File: src/rtl/lsu_pkg.sv
// Shared types for the load/store unit: RV32I funct3 codes, FSM states and access-size decode.
// Imported by lsu_align and load_store_unit.
package lsu_pkg;

    localparam int LSU_LANES  = 4;
    localparam int LSU_DATA_W = LSU_LANES * 8;

    typedef enum logic [2:0] {
        LD_LB  = 3'd0,
        LD_LH  = 3'd1,
        LD_LW  = 3'd2,
        LD_LBU = 3'd4,
        LD_LHU = 3'd5
    } lsu_load_e;

    typedef enum logic [2:0] {
        ST_SB = 3'd0,
        ST_SH = 3'd1,
        ST_SW = 3'd2
    } lsu_store_e;

    typedef enum logic [1:0] {
        IDLE,
        ACCESS,
        DONE
    } lsu_state_e;

    typedef enum logic [1:0] {
        SZ_BYTE,
        SZ_HALF,
        SZ_WORD
    } lsu_size_e;

    // Undefined funct3 codes fall through to a word access.
    function automatic lsu_size_e lsu_size(input logic write, input logic [2:0] funct3);
        lsu_size_e sz;
        sz = SZ_WORD;
        if (write) begin
            case (funct3)
                ST_SB:   sz = SZ_BYTE;
                ST_SH:   sz = SZ_HALF;
                default: sz = SZ_WORD;
            endcase
        end else begin
            case (funct3)
                LD_LB, LD_LBU: sz = SZ_BYTE;
                LD_LH, LD_LHU: sz = SZ_HALF;
                default:       sz = SZ_WORD;
            endcase
        end
        return sz;
    endfunction

    function automatic logic lsu_misaligned(input lsu_size_e sz, input logic [1:0] addr_lo);
        logic mis;
        case (sz)
            SZ_HALF: mis = addr_lo[0];
            SZ_WORD: mis = |addr_lo;
            default: mis = 1'b0;
        endcase
        return mis;
    endfunction

endpackage

File: src/rtl/lsu_align.sv
// Combinational lane steering: byte enables, replicated store data and
// extracted, sign/zero-extended load data from funct3 and the low address bits.
module lsu_align
    import lsu_pkg::*;
(
    input  logic                  write,
    input  logic [2:0]            funct3,
    input  logic [1:0]            addr_lo,
    input  logic [LSU_DATA_W-1:0] st_wdata,
    input  logic [LSU_DATA_W-1:0] mem_rdata,
    output logic [LSU_LANES-1:0]  byte_enable,
    output logic [LSU_DATA_W-1:0] st_data,
    output logic [LSU_DATA_W-1:0] ld_data
);

    lsu_size_e             size;
    logic [LSU_DATA_W-1:0] shifted;
    logic                  sign_ext;

    assign size     = lsu_size(write, funct3);
    // funct3[2] marks the unsigned load variants.
    assign sign_ext = ~funct3[2];

    // NOTE: every output gets a default first so no path leaves a latch behind.
    always_comb begin
        byte_enable = 4'b1111;
        st_data     = st_wdata;
        shifted     = mem_rdata;
        ld_data     = mem_rdata;
        case (size)
            SZ_BYTE: begin
                byte_enable = 4'b0001 << addr_lo;
                st_data     = {4{st_wdata[7:0]}};
                shifted     = mem_rdata >> {addr_lo, 3'b000};
                ld_data     = {{24{sign_ext & shifted[7]}}, shifted[7:0]};
            end
            SZ_HALF: begin
                byte_enable = 4'b0011 << {addr_lo[1], 1'b0};
                st_data     = {2{st_wdata[15:0]}};
                shifted     = mem_rdata >> {addr_lo[1], 4'b0000};
                ld_data     = {{16{sign_ext & shifted[15]}}, shifted[15:0]};
            end
            default: ;
        endcase
    end

endmodule

File: src/rtl/load_store_unit.sv
// Load/store unit: latches one request, drives the word-addressed memory handshake,
// returns extended load data. Optional misalignment trap under LSU_MISALIGN_CHECK_EN.
module load_store_unit
    import lsu_pkg::*;
#(
    parameter int ADDR_W = 32,
    parameter int DATA_W = 32
) (
    input  logic              clk,
    input  logic              rst_n,
    input  logic              req_valid,
    output logic              req_ready,
    input  logic              req_write,
    input  logic [2:0]        req_funct3,
    input  logic [ADDR_W-1:0] req_addr,
    input  logic [DATA_W-1:0] req_wdata,
    output logic              rsp_valid,
    output logic [DATA_W-1:0] rsp_rdata,
    output logic              rsp_err,
    output logic              mem_read,
    output logic              mem_write,
    output logic [ADDR_W-1:0] mem_address,
    output logic [DATA_W-1:0] mem_wdata,
    output logic [3:0]        mem_byte_enable,
    input  logic [DATA_W-1:0] mem_rdata,
    input  logic              mem_resp
);

    lsu_state_e        state_q, state_d;
    logic              write_q, write_d;
    logic [2:0]        funct3_q, funct3_d;
    logic [ADDR_W-1:0] addr_q, addr_d;
    logic [DATA_W-1:0] wdata_q, wdata_d;
    logic [DATA_W-1:0] rdata_q, rdata_d;
    logic              accept, mis_req, in_access;
    logic [3:0]        be_w;
    logic [DATA_W-1:0] st_data_w, ld_data_w;

    assign accept    = req_valid && req_ready;
    assign in_access = (state_q == ACCESS);

`ifdef LSU_MISALIGN_CHECK_EN
    logic err_q, err_d;

    assign mis_req = lsu_misaligned(lsu_size(req_write, req_funct3), req_addr[1:0]);
    assign err_d   = accept ? mis_req : err_q;
    assign rsp_err = (state_q == DONE) && err_q;

    always_ff @(posedge clk or negedge rst_n) begin
        if (!rst_n) err_q <= 1'b0;
        else        err_q <= err_d;
    end
`else
    assign mis_req = 1'b0;
    assign rsp_err = 1'b0;
`endif

    lsu_align u_align (
        .write       (write_q),
        .funct3      (funct3_q),
        .addr_lo     (addr_q[1:0]),
        .st_wdata    (wdata_q),
        .mem_rdata   (mem_rdata),
        .byte_enable (be_w),
        .st_data     (st_data_w),
        .ld_data     (ld_data_w)
    );

    // NOTE: sequential state uses non-blocking assignments so every flop samples pre-edge values.
    always_ff @(posedge clk or negedge rst_n) begin
        if (!rst_n) state_q <= IDLE;
        else        state_q <= state_d;
    end

    always_comb begin
        state_d = state_q;
        case (state_q)
            IDLE:    if (accept) state_d = mis_req ? DONE : ACCESS;
            ACCESS:  if (mem_resp) state_d = DONE;
            DONE:    state_d = IDLE;
            default: state_d = IDLE;
        endcase
    end

    always_comb begin
        req_ready       = (state_q == IDLE);
        rsp_valid       = (state_q == DONE);
        mem_read        = in_access && !write_q;
        mem_write       = in_access && write_q;
        mem_address     = in_access ? {addr_q[ADDR_W-1:2], 2'b00} : '0;
        mem_wdata       = in_access ? st_data_w : '0;
        mem_byte_enable = in_access ? be_w : 4'b0000;
        rsp_rdata       = rdata_q;
    end

    // Response data clears on accept so stores and trapped requests report zero.
    always_comb begin
        write_d  = write_q;
        funct3_d = funct3_q;
        addr_d   = addr_q;
        wdata_d  = wdata_q;
        rdata_d  = rdata_q;
        if (accept) begin
            write_d  = req_write;
            funct3_d = req_funct3;
            addr_d   = req_addr;
            wdata_d  = req_wdata;
            rdata_d  = '0;
        end else if (in_access && mem_resp && !write_q) begin
            rdata_d  = ld_data_w;
        end
    end

    always_ff @(posedge clk or negedge rst_n) begin
        if (!rst_n) begin
            write_q  <= 1'b0;
            funct3_q <= 3'd0;
            addr_q   <= '0;
            wdata_q  <= '0;
            rdata_q  <= '0;
        end else begin
            write_q  <= write_d;
            funct3_q <= funct3_d;
            addr_q   <= addr_d;
            wdata_q  <= wdata_d;
            rdata_q  <= rdata_d;
        end
    end

endmodule
File: config.mk
export PLATFORM = sky130hd
export DESIGN_NAME = load_store_unit
export DESIGN_NICKNAME = d
export VERILOG_FILES = /design/src/rtl/lsu_pkg.sv /design/src/rtl/lsu_align.sv /design/src/rtl/load_store_unit.sv
export SDC_FILE = /design/constraint.sdc
export NUM_CORES = 1
export LEC_CHECK = 0
export CORE_MARGIN = 2
export CORE_UTILIZATION = 47
export DETAILED_ROUTE_END_ITERATION = 12
export GPL_ROUTABILITY_DRIVEN = 0
export PLACE_DENSITY_LB_ADDON = 0.25
export SETUP_SLACK_MARGIN = 0.1
export SYNTH_ARGS = -nofsm -noshare
export SYNTH_HDL_FRONTEND = slang
export SYNTH_SLANG_ARGS = --single-unit
File: constraint.sdc
create_clock -name clk -period 3.35 [get_ports clk]
set_input_delay 1.005 -clock clk [delete_from_list [all_inputs] [get_ports clk]]
set_output_delay 1.005 -clock clk [all_outputs]
set_load 0.02 [all_outputs]
# Word level (Yosys, flattened, before mapping)
# Cells that the tools add are included.
# classes
n_eq_ne,8
shifts,4
mux,14
n_bitwise,3
n_reduce_logical,13
# ops
op,count
$mux 32,4
$pmux 32 s2,2
$shr 32x5->16,1
$shr 32x5->8,1
$pmux 2 s2,3
$pmux 4 s2,1
$eq 3x3->1 const B,2
$mux 2,3
$logic_and 1x1->1,5
$eq 2x1->1 const B,2
$logic_not 2->1,2
$mux 4,1
$reduce_or 2->1,2
$shl 1x2->4 const A,1
$shl 2x2->4 const A,1
$eq 3x1->1 const B,1
$logic_not 3->1,1
$and 1x1->1,2
$eq 2x2->1 const B,1
$ne 2x1->1 const B,1
$ne 2x2->1 const B,1
$reduce_and 2->1,1
$reduce_bool 2->1,1
$logic_not 1->1,1
$not 1->1,1
# word_totals
reg_bits,102
input_bits,104
output_inout_bits,105
elab_cells,48

# Logic depth before layout (Yosys ltp)
# Gate-level depths: netlist (run 1).
# depth
depth_word,8
depth_mapped,6

# By module
# From an unflattened synthesis (run 1), not the netlist that was laid out.
# hier_totals
cells_unflattened,556
area_unflattened_um2,5796.8
# by_module_without_submodules
mod,instances,cells_each,area_each_um2,seq_area_each_um2
load_store_unit,1,373,4689.5,2552.4
lsu_align,1,183,1107.3,0.0

# Worst setup path before layout (run 1)
# No wires, ideal clock.
# synth_timing
path_type,reg-to-output
start,register funct3_q[2]
end,output port mem_wdata[29]
arrival_ns,1.684
slack_ns,0.661
stages_incl_launch_ff,6
path_buffers,2
cell_sequence,dfrtp_1 a21oi_1 buf_2 buf_2 nor2_1 a211oi_1
# synth_via
elab_chain_cells,7
word_cells_on_any_way,13
cone_classes,4 x eq/ne; 5 x mux; 4 x reduce/logical
# synth_lines
item,line,rtl
from (decl),load_store_unit.sv:31,"logic [2:0] funct3_q, funct3_d;"
from (signal assigned),load_store_unit.sv:123,funct3_q <= funct3_d;
$eq 3x1->1 (tied with other cells),"lsu_pkg.sv:39, lsu_pkg.sv:45",
$reduce_or 2->1,lsu_pkg.sv:45,case (funct3)
$pmux 2 s2,lsu_pkg.sv:45,
$mux 2 *,lsu_pkg.sv:38,if (write) begin
$eq 2x1->1 or $logic_not 2->1 (tied branches),-,
$pmux 32 s2 *,lsu_align.sv:30,case (size)
$mux 32 *,load_store_unit.sv:91,mem_wdata = in_access ? st_data_w : '0;
to (decl),load_store_unit.sv:23,"output logic [DATA_W-1:0] mem_wdata,"
# Every way passes the cells marked *; elsewhere a longest branch is shown, timed or not.

# Worst setup path in the final report (run 1)
# layout_timing
start,register funct3_q[2]
end,output port mem_wdata[23]
# The elaborated chain is that of the path after synthesis.

==> summary.md, run 1 <==
| Metric | Value |
|---|---|
| Status | complete, no violations |
| Worst Hold Launch | rsp_rdata[10] |
| Reg2Reg Launch Point | addr_q[1] |
| Post-synth EDFFs | 0 |
| DRC errors left | 0 |
| First-pass GRT wire length | 23.3 mm |
| Comb pwr share | 0.509 |
| Clock share of power | 0.158 |
| Seq pwr share | 0.334 |
| Sequential area share after synthesis | 0.505 |
| Clock Tree Buf Depth | 2 |
| Crit path kind | reg -> out |
| Clock root cell | clkbuf_8 |
| Endpoints failing setup | 0 |
| Core Box Area | 10400 sq um |
| Max-slew violations | 0 |
| Placement row count | 37 |
| Detailed router's first-iteration violation count | 160 |
| Fin nets | 751 |
| Synth cell types | 35 |
| Initial Util | 0.487 |
| Final worst path period share | 0.929 |
| R2R Setup Slk | 1.46 ns |
| Total wire length | 15.0 mm |
| Via/cell ratio | 5.50 |
| RSZ-0062 raised after global routing | no |
| Post-route ant nets | 0 |
| Area delta synth->final | 49.2% |
| Cell with the most instances after synthesis | dfrtp_1 |
| Vias in the first global route | 4419 |
| Layout cells sized above 1 | 0.181 |
| Wire per inst | 19.0 um |
| Die area | 11600 sq um |
| Max cap viols | 0 |
| Async set or reset register ratio after synthesis | 1.00 |
| Critical path origin | funct3_q[2] |
| Post-CTS Hold Buffers | 0 |
| Die Span Y | 108 um |
| Top_reg_cell synth | dfrtp_1 |
| Post-CTS Setup Bufs | 0 |
| Synth cell count leaders | dfrtp_1 (102), mux2_2 (78), nand2_1 (51) |
| YS warnings | 0 |
| WP data required | 2.34 ns |
| Clk sink count | 102 |
| Switching Fraction | 0.383 |
| Nature of the critical path endpoint | output port |
| Synth Register Bits | 102 |
| Share of the synthesized area in the top cell type | 0.505 |
| P_int | 4.03 mW |
| DP HPWL | 11.0 mm |
| Tot Pwr | 6.53 mW |
| CTS HTree Levels | 3 |
| Static leakage | 3.42 nW |
| Clock transition at path regs | 0.09 ns |
| Slew margin rel. | 0.310 |
| IO Count | 209 |
| HP Class | reg -> reg |
| Pwr dens | 867 nW/um^2 |
| Largest net degree at the start of global routing | 43 |
| Top area cells in the synthesized netlist | dfrtp_1 (50%), mux2_2 (17%), and2_1 (5.1%) |
| CTS Buf Count | 9 |
| Worst EP arrival | 2.11 ns |
| 1st-pass router iterations | 4 |
| # port buffers | 205 |
| Final TNS setup | 0 ns |
| Mapped Cells | 453 |
| Vias | 4334 |
| Min Tclk post-route | 3.11 ns |
| ANT cells | 0 |
| Mapped cell area | 5050 sq um |
| VDD IR max | 0.000440 V |
| NetSw | 2.50 mW |
| Final Hold Vio Count | 0 |
| Fmax | 0.321 GHz |
| Clk_lat worst skew | 0.37 ns |
| CTS tree | yes |
| Synth area leader | dfrtp_1 |
| Crit path launch type | register |
| Grt ovf | 0 |
| GRT Total Usage | 0.260 |
| Die Wd | 108 um |
| Crit Path Max Fanout | 41 |
| Slew @ Worst Pin | 1.03 ns |
| Post-Syn Area per Cell | 11.2 sq um |
| Final clock skew | 0.0122 ns |
| Initial antenna violation count | 0 |
[stage by stage]
step | instances | utilization | setup WS (ns) | hold WS [ns] | area (sq um)
finish | 788 | 0.727 | 0.236 | 0.483 | 7540
global route | 788 | 0.727 | 0.108 | 0.489 | 7540
CTS | 788 | 0.722 | 0.102 | 0.486 | 7490
detailed placement | 772 | 0.695 | 0.313 | 0.465 | 7210
global placement | 772 | 0.695 | 0.351 | 0.460 | 7210
floorplan | 455 | - | 0.661 | 0.472 | 5060
[cell usage in the layout, fill, tap and decap left out, types with 9 or more instances in the layout]
cell | netlist | layout
a211oi_1 | 9 | 9
a21o_1 | 11 | 11
a21oi_1 | 29 | 28
a221o_1 | 16 | 16
and2_1 | 41 | 40
buf_4 | 3 | 11
clkbuf_8 | 0 | 11
clkdlybuf4s50_1 | 0 | 186
dfrtp_1 | 102 | 100
dlymetal6s2s_1 | 0 | 17
mux2_2 | 78 | 78
mux2i_1 | 9 | 9
nand2_1 | 51 | 51
nor2_1 | 17 | 17
o21ai_0 | 22 | 22
[power by group through the flow]
| stage | combinational, mW | sequential, mW | clock, mW |
|---|---|---|---|
| after floorplan | 1.81 | 2.22 | 0 |
| final | 3.32 | 2.18 | 1.03 |
| after CTS | 3.36 | 2.18 | 1.05 |
| after detailed placement | 3.34 | 2.20 | 0 |
| after global routing | 3.55 | 2.24 | 1.09 |
| after global placement | 3.28 | 2.16 | 0 |
[flip-flops by register name, indices dropped and copies added (netlist names)]
register	flops
write_q	1
rsp_rdata	32
state_q	2
wdata_q	32
funct3_q	3
addr_q	32
[layout make-up]
cell class              count  area [sq um]
clock buffers              11           151
clock inverters             5           129
fillers                   787          2830
inverters                   1          3.75
multi-input cells         315          2310
flip-flops and latches    102          2560
well taps                 136           170
repair buffers            218          2220
[critical path, stage by stage, from the launching register on]
cell and delay, ns:
dfrtp_1 0.46, a21oi_4 0.19, buf_12 0.22, nand2_1 0.08, a21oi_1 0.16, clkdlybuf4s50_1 0.63
[routing by layer]
layer / track usage / wire length [um] / vias to the layer above
met5: 0 / 0 / -
met4: 0.0815 / 227 / 0
met3: 0.0581 / 1110 / 22
met2: 0.460 / 7840 / 167
met1: 0.313 / 5810 / 2168
li1: - / - / 1977
[cell families (layout without fill, tap and decap cells)]
logic type	Yosys count	count (layout)	share of synthesized area
and+or+nand+nor	124	124	0.123
DFF	102	102	0.505
AOI/OAI and AO/OA	101	101	0.138
muxes	87	87	0.192
buffers and inverters	38	235	0.0423
other	1	3	0.000742
[path summary, 6_finish.rpt]
| path | end | cells past startpoint |
|---|---|---|
| max | mem_wdata[23] | 5 |
| min | rsp_rdata[10] | 1 |
| max reg2reg | rsp_rdata[25] | 5 |
| min reg2reg | rsp_rdata[10] | 1 |
| max in group asynchronous | addr_q[14] | 2 |
| min in group asynchronous | rsp_rdata[30] | 1 |
[what timing repair did]
action,in CTS,in global routing
setup endpoints to repair,14,26
resized for setup,3,21
pin swaps,0,0
(Power assumes the default switching activity.)
==> run 2, diff against run 1 <==
--- a/config.mk
+++ b/config.mk
@@ -11,2 +11,3 @@
 export GPL_ROUTABILITY_DRIVEN = 0
+export MAX_ROUTING_LAYER = met4
 export PLACE_DENSITY_LB_ADDON = 0.25
==> constraint.sdc (replaced) <==
create_clock -name clk -period 3.35 [get_ports clk]
set_input_delay 0.5025 -clock clk [delete_from_list [all_inputs] [get_ports clk]]
set_output_delay 0.5025 -clock clk [all_outputs]
set_load 0.02 [all_outputs]
==> run 2 against run 1 <==
Count of clock-buffer cells in the layout stayed put. Die area stayed put. Combinational power about the same. Clock skew barely moved. First-iteration DRC count grew 44%. Critical path depth stayed put. Cell area decreased by 2.2%. Clock power fell by 19%. Power decreased by 3.5%.
==> summary.md, run 2 (same netlist as run 1, synthesis figures left out) <==
| Metric | Value |
|---|---|
| Via/cell ratio | 5.45 (-0.95%) |
| Clk sink count | 102 (unchanged) |
| Initial Util | 0.487 (unchanged) |
| Reg2reg end | rsp_rdata[1] |
| Post-CTS Hold Buffers | 0 (unchanged) |
| # port buffers | 205 (unchanged) |
| HP Class | in -> async |
| Worst EP arrival | 2.58 ns (+0.47 ns) |
| Clock root cell | clkbuf_8 |
| GRT Total Usage | 0.257 (-0.00248) |
| WP data required | 2.85 ns (+0.51 ns) |
| Static leakage | 3.09 nW (-9.5%) |
| 1st-pass router iterations | 4 (unchanged) |
| CTS HTree Levels | 3 (unchanged) |
| Status | complete, no violations |
| Max-slew violations | 0 (unchanged) |
| Final Hold Vio Count | 0 (unchanged) |
| Crit path kind | reg -> out |
| Vias in the first global route | 4434 (+0.34%) |
| Placed inst area | 7170 sq um (-0.45%) |
| Post-CTS Resized | 0 (-3) |
| Fillers | 757 (-3.8%) |
| Buf/Inv on CP | 2 (unchanged) |
| Final clock skew | 0.0124 ns (+0.000181 ns) |
| DRC errors left | 0 (unchanged) |
| Clock transition at path regs | 0.10 ns (about the same) |
| Core Box Area | 10400 sq um (unchanged) |
| Clk_lat worst skew | 0.36 ns (about the same) |
| CTS Buf Count | 9 (unchanged) |
| Most frequent cells in the layout | clkdlybuf4s50_1 (204), dfrtp_1 (102), mux2_2 (78) |
| Crit path launch type | register |
| Detailed router's first-iteration violation count | 230 (+44%) |
| Post-route ant nets | 0 (unchanged) |
| FF-to-FF path depth | 5 (unchanged) |
| Wire per inst | 18.3 um (-3.7%) |
| Die Wd | 108 um (unchanged) |
| Min Tclk post-route | 3.08 ns (-0.0295 ns) |
| Slew margin rel. | 0.265 (-0.0450) |
| Post-CTS Setup Bufs | 0 (unchanged) |
| VDD IR max | 0.000465 V (+5.8%) |
| Crit Path Max Fanout | 18 (-56%) |
| Layout cells sized above 1 | 0.169 (-0.0118) |
| Die Span Y | 108 um (unchanged) |
| Slew @ Worst Pin | 1.10 ns (+0.0675 ns) |
| Max cap viols | 0 (unchanged) |
| Pwr dens | 855 nW/um^2 (-1.4%) |
| ANT cells | 0 (unchanged) |
| Total wire length | 14.4 mm (-3.9%) |
| CP max stage delay | 0.67 ns (+0.04 ns) |
| Final Cell Area | 7380 sq um (-2.2%) |
| Crit-path cells | a21oi_4 > buf_4 > nor2_1 > a211oi_1 > clkdlybuf4s50_1 |
| Area delta synth->final | 46.0% |
| CP max stage cell | clkdlybuf4s50_1 |
| First-pass GRT wire length | 22.6 mm (-2.8%) |
| Nature of the critical path endpoint | output port |
| Die area | 11600 sq um (unchanged) |
| Most common cell after layout, fill and taps aside | clkdlybuf4s50_1 |
| Placement row count | 37 (unchanged) |
| Grt ovf | 0 (unchanged) |
| R2R Setup Slk | 1.50 ns (+0.04 ns) |
| Vias | 4282 (-1.2%) |
| Final TNS setup | 0 ns (unchanged) |
| Reg2Reg Launch Point | write_q |
| Endpoints failing setup | 0 (unchanged) |
| RSZ-0062 raised after global routing | no |
| IO Count | 209 (unchanged) |
| Largest net degree at the start of global routing | 87 (+100%) |
| DP HPWL | 10.4 mm (-5.5%) |
| Top delay family on crit path | buffers and inverters |
| Initial antenna violation count | 0 (unchanged) |
| Final worst path period share | 0.921 (-0.00880) |
| Fin nets | 750 (-0.13%) |
| Fmax | 0.324 GHz (+0.96%) |
| CTS tree | yes |
| Clock Tree Buf Depth | 2 (unchanged) |
## run 2: cell count changes in the layout (fill, tap and decap cells not counted), sizes merged
cell and change:
buf -1, bufinv -2, clkdlybuf4s50 +18, clkinvlp +1
dlygate4sd2 -1, dlymetal6s2s -17
## run 2: worst max path at each step
stage | start | slack (ns) | endpoint | cells after the start
2_1_floorplan | funct3_q[2] | 1.16 | mem_wdata[29] | 5
3_3_place_gp | funct3_q[2] | 0.81 | mem_wdata[15] | 5
3_5_place_dp | funct3_q[2] | 0.67 | mem_wdata[24] | 5
4_1_cts | write_q | 0.25 | mem_wdata[24] | 5
5_1_grt | funct3_q[2] | 0.11 | mem_wdata[24] | 5
6_report | write_q | 0.27 | mem_wdata[24] | 5
## run 2: final cells by class
type / instances / area, sq um / area share
timing repair buffer: 217 / 2140 / 0.290
clock buffer: 11 / 131 / 0.0178
multi-input combinational: 315 / 2310 / 0.313
inverter: 1 / 3.75 / 0.000509
clock inverter: 4 / 72.6 / 0.00984
sequential: 102 / 2550 / 0.346
tap: 136 / 170 / 0.0231
## run 2: stage by stage
step / instances / total power, mW / util / hold WS, ns / worst slack, ns
2_1_floorplan: 455 / 4.03 / - / 0.207 / 1.16
3_3_place_gp: 771 / 5.41 / 0.692 / 0.462 / 0.811
3_5_place_dp: 771 / 5.50 / 0.692 / 0.466 / 0.670
4_1_cts: 786 / 6.35 / 0.712 / 0.377 / 0.247
5_1_grt: 786 / 6.67 / 0.712 / 0.432 / 0.108
6_report: 786 / 6.31 / 0.712 / 0.338 / 0.266
## run 2: power by group
group / internal [mW] / total, mW / switching, mW
logic: 1.66 / 3.35 / 1.69
registers: 1.75 / 2.12 / 0.375
clock network: 0.417 / 0.835 / 0.418
total: 3.83 / 6.31 / 2.48
## run 2: worst reg2reg max path: cells and delay by family, from the launching register on
kind,cells,cell delay [ns]
buf+inv,1,0.28
compound gates,3,0.78
flops,1,0.47
simple gates,1,0.21
## run 2: per-layer routing
| metal | vias to the layer above | share of wire | track usage |
|---|---|---|---|
| met5 | - | 0 | - |
| met4 | 0 | 0.018 | 0.0815 |
| met3 | 19 | 0.075 | 0.0442 |
| met2 | 193 | 0.51 | 0.437 |
| met1 | 2086 | 0.40 | 0.314 |
| li1 | 1984 | - | - |
